===== src/rtl/mem_arbiter.sv =====
`default_nettype none
// ============================================================================
// Module      : mem_arbiter
// Description : Shares one synchronous single-port memory between the program
//               loader (L), data path (D) and instruction fetch (I), with a
//               starvation counter that promotes fetch over L and D.
// Revision    : 1.0 - initial release
// ============================================================================
module mem_arbiter #(
    parameter int AW         = 32,
    parameter int STARVE_MAX = 4
) (
    input  logic          clk,
    input  logic          rst,
    input  logic          l_req,
    input  logic          d_req,
    input  logic          i_req,
    input  logic          l_we,
    input  logic          d_we,
    input  logic          l_byte,
    input  logic          d_byte,
    input  logic [AW-1:0] l_addr,
    input  logic [AW-1:0] d_addr,
    input  logic [AW-1:0] i_addr,
    input  logic [31:0]   l_wdata,
    input  logic [31:0]   d_wdata,
    output logic          l_ack,
    output logic          d_ack,
    output logic          i_ack,
    output logic [31:0]   rdata,
    output logic          mem_en,
    output logic          mem_we,
    output logic [AW-3:0] mem_addr,
    output logic [3:0]    mem_be,
    output logic [31:0]   mem_wdata,
    input  logic [31:0]   mem_rdata,
    output logic          busy,
    output logic [1:0]    owner
);

    localparam logic [1:0] c_IDLE   = 2'd0;
    localparam logic [1:0] c_ISSUE  = 2'd1;
    localparam logic [1:0] c_RDWAIT = 2'd2;

    localparam logic [1:0] c_OWN_NONE = 2'd0;
    localparam logic [1:0] c_OWN_L    = 2'd1;
    localparam logic [1:0] c_OWN_D    = 2'd2;
    localparam logic [1:0] c_OWN_I    = 2'd3;

    localparam int              c_SW         = $clog2(STARVE_MAX + 1);
    localparam logic [c_SW-1:0] c_STARVE_MAX = c_SW'(STARVE_MAX);

    logic [1:0]      r_state;
    logic [1:0]      w_next_state;
    logic [1:0]      r_owner;
    logic [1:0]      w_winner;
    logic [AW-1:0]   r_addr;
    logic            r_we;
    logic            r_byte;
    logic [31:0]     r_wdata;
    logic [c_SW-1:0] r_starve;
    logic            w_ack;
    logic [7:0]      w_rbyte;

    // Fetch jumps the queue once it has lost STARVE_MAX arbitrations in a row.
    always_comb begin
        w_winner = c_OWN_NONE;
        if (i_req && (r_starve == c_STARVE_MAX)) w_winner = c_OWN_I;
        else if (l_req)                          w_winner = c_OWN_L;
        else if (d_req)                          w_winner = c_OWN_D;
        else if (i_req)                          w_winner = c_OWN_I;
    end

    always_ff @(posedge clk or negedge rst) begin
        if (!rst) r_state <= c_IDLE;
        else      r_state <= w_next_state;
    end

    always_comb begin
        w_next_state = r_state;
        case (r_state)
            c_IDLE:   if (w_winner != c_OWN_NONE) w_next_state = c_ISSUE;
            c_ISSUE:  w_next_state = r_we ? c_IDLE : c_RDWAIT;
            c_RDWAIT: w_next_state = c_IDLE;
            default:  w_next_state = c_IDLE;
        endcase
    end

    // Grant-time capture of the winner's request; later input changes are ignored.
    always_ff @(posedge clk or negedge rst) begin
        if (!rst) begin
            r_owner  <= c_OWN_NONE;
            r_addr   <= '0;
            r_we     <= 1'b0;
            r_byte   <= 1'b0;
            r_wdata  <= '0;
            r_starve <= '0;
        end else if (r_state == c_IDLE) begin
            if (w_winner != c_OWN_NONE) r_owner <= w_winner;
            case (w_winner)
                c_OWN_L: begin
                    r_addr  <= l_addr;
                    r_we    <= l_we;
                    r_byte  <= l_byte;
                    r_wdata <= l_wdata;
                end
                c_OWN_D: begin
                    r_addr  <= d_addr;
                    r_we    <= d_we;
                    r_byte  <= d_byte;
                    r_wdata <= d_wdata;
                end
                c_OWN_I: begin
                    r_addr  <= i_addr;
                    r_we    <= 1'b0;
                    r_byte  <= 1'b0;
                    r_wdata <= '0;
                end
                default: ;
            endcase
            if (w_winner == c_OWN_I)
                r_starve <= '0;
            else if (i_req && (r_starve != c_STARVE_MAX))
                r_starve <= r_starve + 1'b1;
        end
    end

    always_comb begin
        case (r_addr[1:0])
            2'd0:    w_rbyte = mem_rdata[7:0];
            2'd1:    w_rbyte = mem_rdata[15:8];
            2'd2:    w_rbyte = mem_rdata[23:16];
            default: w_rbyte = mem_rdata[31:24];
        endcase
    end

    always_comb begin
        busy   = (r_state != c_IDLE);
        owner  = busy ? r_owner : c_OWN_NONE;
        mem_en = (r_state == c_ISSUE);
        mem_we = mem_en && r_we;
        mem_be = 4'h0;
        if (mem_en) mem_be = r_byte ? (4'b0001 << r_addr[1:0]) : 4'hF;
        // Stores complete in ISSUE, loads one cycle later in RDWAIT.
        w_ack  = (mem_en && r_we) || (r_state == c_RDWAIT);
        l_ack  = w_ack && (r_owner == c_OWN_L);
        d_ack  = w_ack && (r_owner == c_OWN_D);
        i_ack  = w_ack && (r_owner == c_OWN_I);
        rdata  = '0;
        if (r_state == c_RDWAIT) rdata = r_byte ? {24'h0, w_rbyte} : mem_rdata;
    end

    assign mem_addr  = r_addr[AW-1:2];
    assign mem_wdata = r_byte ? {4{r_wdata[7:0]}} : r_wdata;

endmodule
`default_nettype wire


===== config.mk =====
export PLATFORM = sky130hd
export DESIGN_NAME = mem_arbiter
export DESIGN_NICKNAME = d
export VERILOG_FILES = /design/src/rtl/mem_arbiter.sv
export SDC_FILE = /design/constraint.sdc
export NUM_CORES = 1
export LEC_CHECK = 0
export ABC_AREA = 1
export CORE_AREA = 3 3 119 121
export DETAILED_ROUTE_END_ITERATION = 10
export DIE_AREA = 0 0 122 124
export PLACE_DENSITY = 0.88
export REMOVE_ABC_BUFFERS = 1
export SLEW_MARGIN = 20
export SYNTH_ARGS = -nofsm -noshare
export SYNTH_HDL_FRONTEND = slang
export SYNTH_SLANG_ARGS = --single-unit

===== constraint.sdc =====
create_clock -name clk -period 3.4 [get_ports clk]
set_input_delay 1.02 -clock clk [delete_from_list [all_inputs] [get_ports clk]]
set_output_delay 1.02 -clock clk [all_outputs]
set_load 0.005 [all_outputs]

==> impl_metrics.csv <==
group,metric,value,unit
drt,wl_per_cell,15.6,um
logic_synthesis,yosysSeqAreaShare,0.358,
logic_synthesis,synth.top_cell.area_share,0.358,
die,die_w,122,um
drt,ant_nets,0,
critical_path,crit_type,"in2out",
clock_network,cts_buffer_depth,2,
place,globalplace.congestion,0.827,
place,dp_hpwl,14.1,mm
critical_path,reg2reg_slack,1.60,ns
critical_path,path_common_cell,"nand3_1",
pwr,p_leak,0.00366,uW
sta,period_share,0.966,
clock_network,clk_pin_slew_worst_paths,0.06,ns
logic_synthesis,synth-edff-count,0,
sta,slew_headroom,0.368,
logic_synthesis,netlist_area,5110,um2
clock_network,h-tree-depth,3,
sta,hold_violations,0,
pwr,clock_power_share,0.142,
place,dpl_cell_area,8070,um2
logic_synthesis,ys.flop_type,"dfrtp_1",
status,status,"complete, no violations",
clock_network,cts_made_buffers,9,
die,row_count,42,
global_route,grt_pass1_wl,28.2,mm
sta,fin_crit,3.28,ns
hold_path,min_path_type,"reg2reg",
pwr,p_sw,2600,uW
critical_path,max_stage_delay,0.48,ns
sta,slew_viol_final,0,
sta,worst_hold_slack,0.455,ns
logic_synthesis,synth-seq-cells,73,
drt,via_count,6153,
drt,drtPass1Iterations,5,
clock_network,cts_hold_buf,0,
pwr,swShare,0.405,
critical_path,cp_num_buf_inv,3,
final_layout,drive_above_1_share,0.0434,
sta,fin_skew,0.00619,ns
logic_synthesis,synth_cell_types,23,
critical_path,worstPathArrival,2.26,ns
pwr,power_frac_comb,0.612,
die,core_area,13200,um2
global_route,grt_max_degree,74,
logic_synthesis,syn_avg_cell_area,6.48,um2
drt,via_per_inst,5.08,
pwr,pwr_density_cell,770,nW/um2
logic_synthesis,synth-async-reset-ratio,1.00,
clock_network,clock_tree.root_cell,"clkbuf_16",
logic_synthesis,yosys.area.top_type,"dfrtp_1",
critical_path,crit_fanout,2,
critical_path,cp-end-kind,"output port",
critical_path,required,2.38,ns
die,start_util,0.387,
final_layout,n_antenna_cell,0,
sta,setup_viol,0,
clock_network,clk_latency,0.33,ns
sta,rsz0062_at_grt,"false",
logic_synthesis,netlist_top_cells_count,"nand2_1, nor2_1, nand3_1, dfrtp_1, buf_4",
logic_synthesis,yosysWarnings,0,
global_route,grt_usage,0.237,
die,io_pins,307,
pwr,irDropWorstVdd,327,uV
drt,drt_iter0_drc,366,
critical_path,crit_chain,"clkdlybuf4s50_1, nand3_1, nand3_1, nand3_1, a21oi_2, buf_4, dlygate4sd2_1",
final_layout,finalNetCount,1235,
final_layout,design_area,8350,um2
logic_synthesis,netlist_top_cells_area,"dfrtp_1, nand3_1, nand2_1",
clock_network,clock_sinks,73,
sta,finalSetupTns,0,ns
pwr,p_int,3830,uW
sta,tightestPinTransition,0.947,ns
sta,fmax,304,MHz
final_layout,synthToLayoutAreaGrowth,63.6,%
die,dieHeight,124,um
critical_path,critPathLaunchType,"input pin",
place,io_buffers,306,
critical_path,critical_path.top_delay_family,"buffers and inverters",
drt,drc_errors,0,
logic_synthesis,syn_inst,788,
die,dieArea,15100,um2
critical_path,crit_slowest_cell,"clkdlybuf4s50_1",
clock_network,cts_tree,"done",
global_route,grt-ovfl-total,0,
pwr,seq_power_share,0.246,
global_route,grt_antenna_before_repair,0,
drt,wirelength,18.9,mm
logic_synthesis,yosysMostFrequentCell,"nand2_1",
global_route,first_global_vias,5742,
job,drv_cap,0,
## worst paths after layout
kind                       cells past startpoint           to          from
max in group asynchronous                      1  r_starve[2]           rst
hold reg to reg                                1   r_state[1]          r_we
hold / removal                                 1   r_state[1]          r_we
setup reg to reg                               8  r_starve[2]   r_starve[0]
min in group asynchronous                      1   r_addr[12]           rst
setup / recovery                               7     rdata[6]  mem_rdata[6]
## cells by family (layout without fill, tap and decap cells)
kind of cell	Yosys count	count (layout)	share of synthesized area
AO/OA/AOI/OAI	65	65	0.0782
XOR/XNOR	1	1	0.00172
AND/OR/NAND/NOR	530	530	0.431
buffers and inverters	117	365	0.127
adder cells (fa/ha/maj)	2	2	0.00490
flip-flops	73	73	0.358
## flip-flops by register name, summed over array words and instances, names as in the netlist
name      flops
r_addr       32
r_wdata      32
r_starve      3
r_owner       2
r_state       2
r_byte        1
r_we          1
## area by class of cell
cell class | count | area (um2)
clock buffer | 12 | 236
clock inverter | 3 | 42.5
fill | 1185 | 4840
inverter | 22 | 85.1
multi-input combinational | 598 | 2660
sequential | 73 | 1830
tap | 176 | 220
timing repair buffer | 328 | 3280
## metal layers
| layer | GRT usage | wire [um] | up-vias |
|---|---|---|---|
| met2 | 0.435 | 9470 | 312 |
| met1 | 0.251 | 6930 | 2772 |
| met3 | 0.0672 | 1870 | 48 |
| li1 | - | - | 3021 |
| met4 | 0.107 | 620 | 0 |
| met5 | 0 | 0 | - |
## timing repair
action / 4_1_cts / 5_1_grt
resized for setup: 10 / 1
setup endpoints to repair: 8 / 1
hold endpoints to repair: 0 / 0
buffers inserted: 0 / 0
gates cloned: 0 / 0
pin swaps: 1 / 0
## power groups by stage
stage,sequential [uW],combinational [uW],clock [uW]
after global routing,1640,4350,968
after floorplan,1610,1740,0
after CTS,1580,3980,932
after detailed placement,1600,3970,0
final,1580,3940,913
after global placement,1570,3890,0
## through the flow
step	util	power (uW)	std cells	setup slack, ns
after global placement	0.612	5470	1197	-0.160
after global routing	0.633	6960	1212	0.0587
after floorplan	-	3350	693	-0.837
final	0.633	6430	1212	0.116
after CTS	0.633	6490	1212	0.0307
after detailed placement	0.612	5570	1197	-0.142
## cell usage in the layout (no fill, tap or decap), types with 2 or more instances in the layout
cell type | netlist | routed
nor2_1 | 173 | 173
clkbuf_1 | 23 | 3
buf_12 | 0 | 5
nor3_2 | 0 | 2
clkbuf_16 | 0 | 9
o21ai_0 | 14 | 14
clkdlybuf4s50_1 | 0 | 297
dlygate4sd2_1 | 0 | 7
nand2_1 | 195 | 195
ha_1 | 2 | 2
buf_4 | 50 | 18
nand3_1 | 151 | 150
dfrtp_1 | 73 | 73
nand3_2 | 1 | 2
a31oi_1 | 39 | 39
nor3_1 | 8 | 6
a21oi_1 | 4 | 3
inv_1 | 21 | 20
o211ai_1 | 5 | 5
Power figures use the tool's default switching activity.
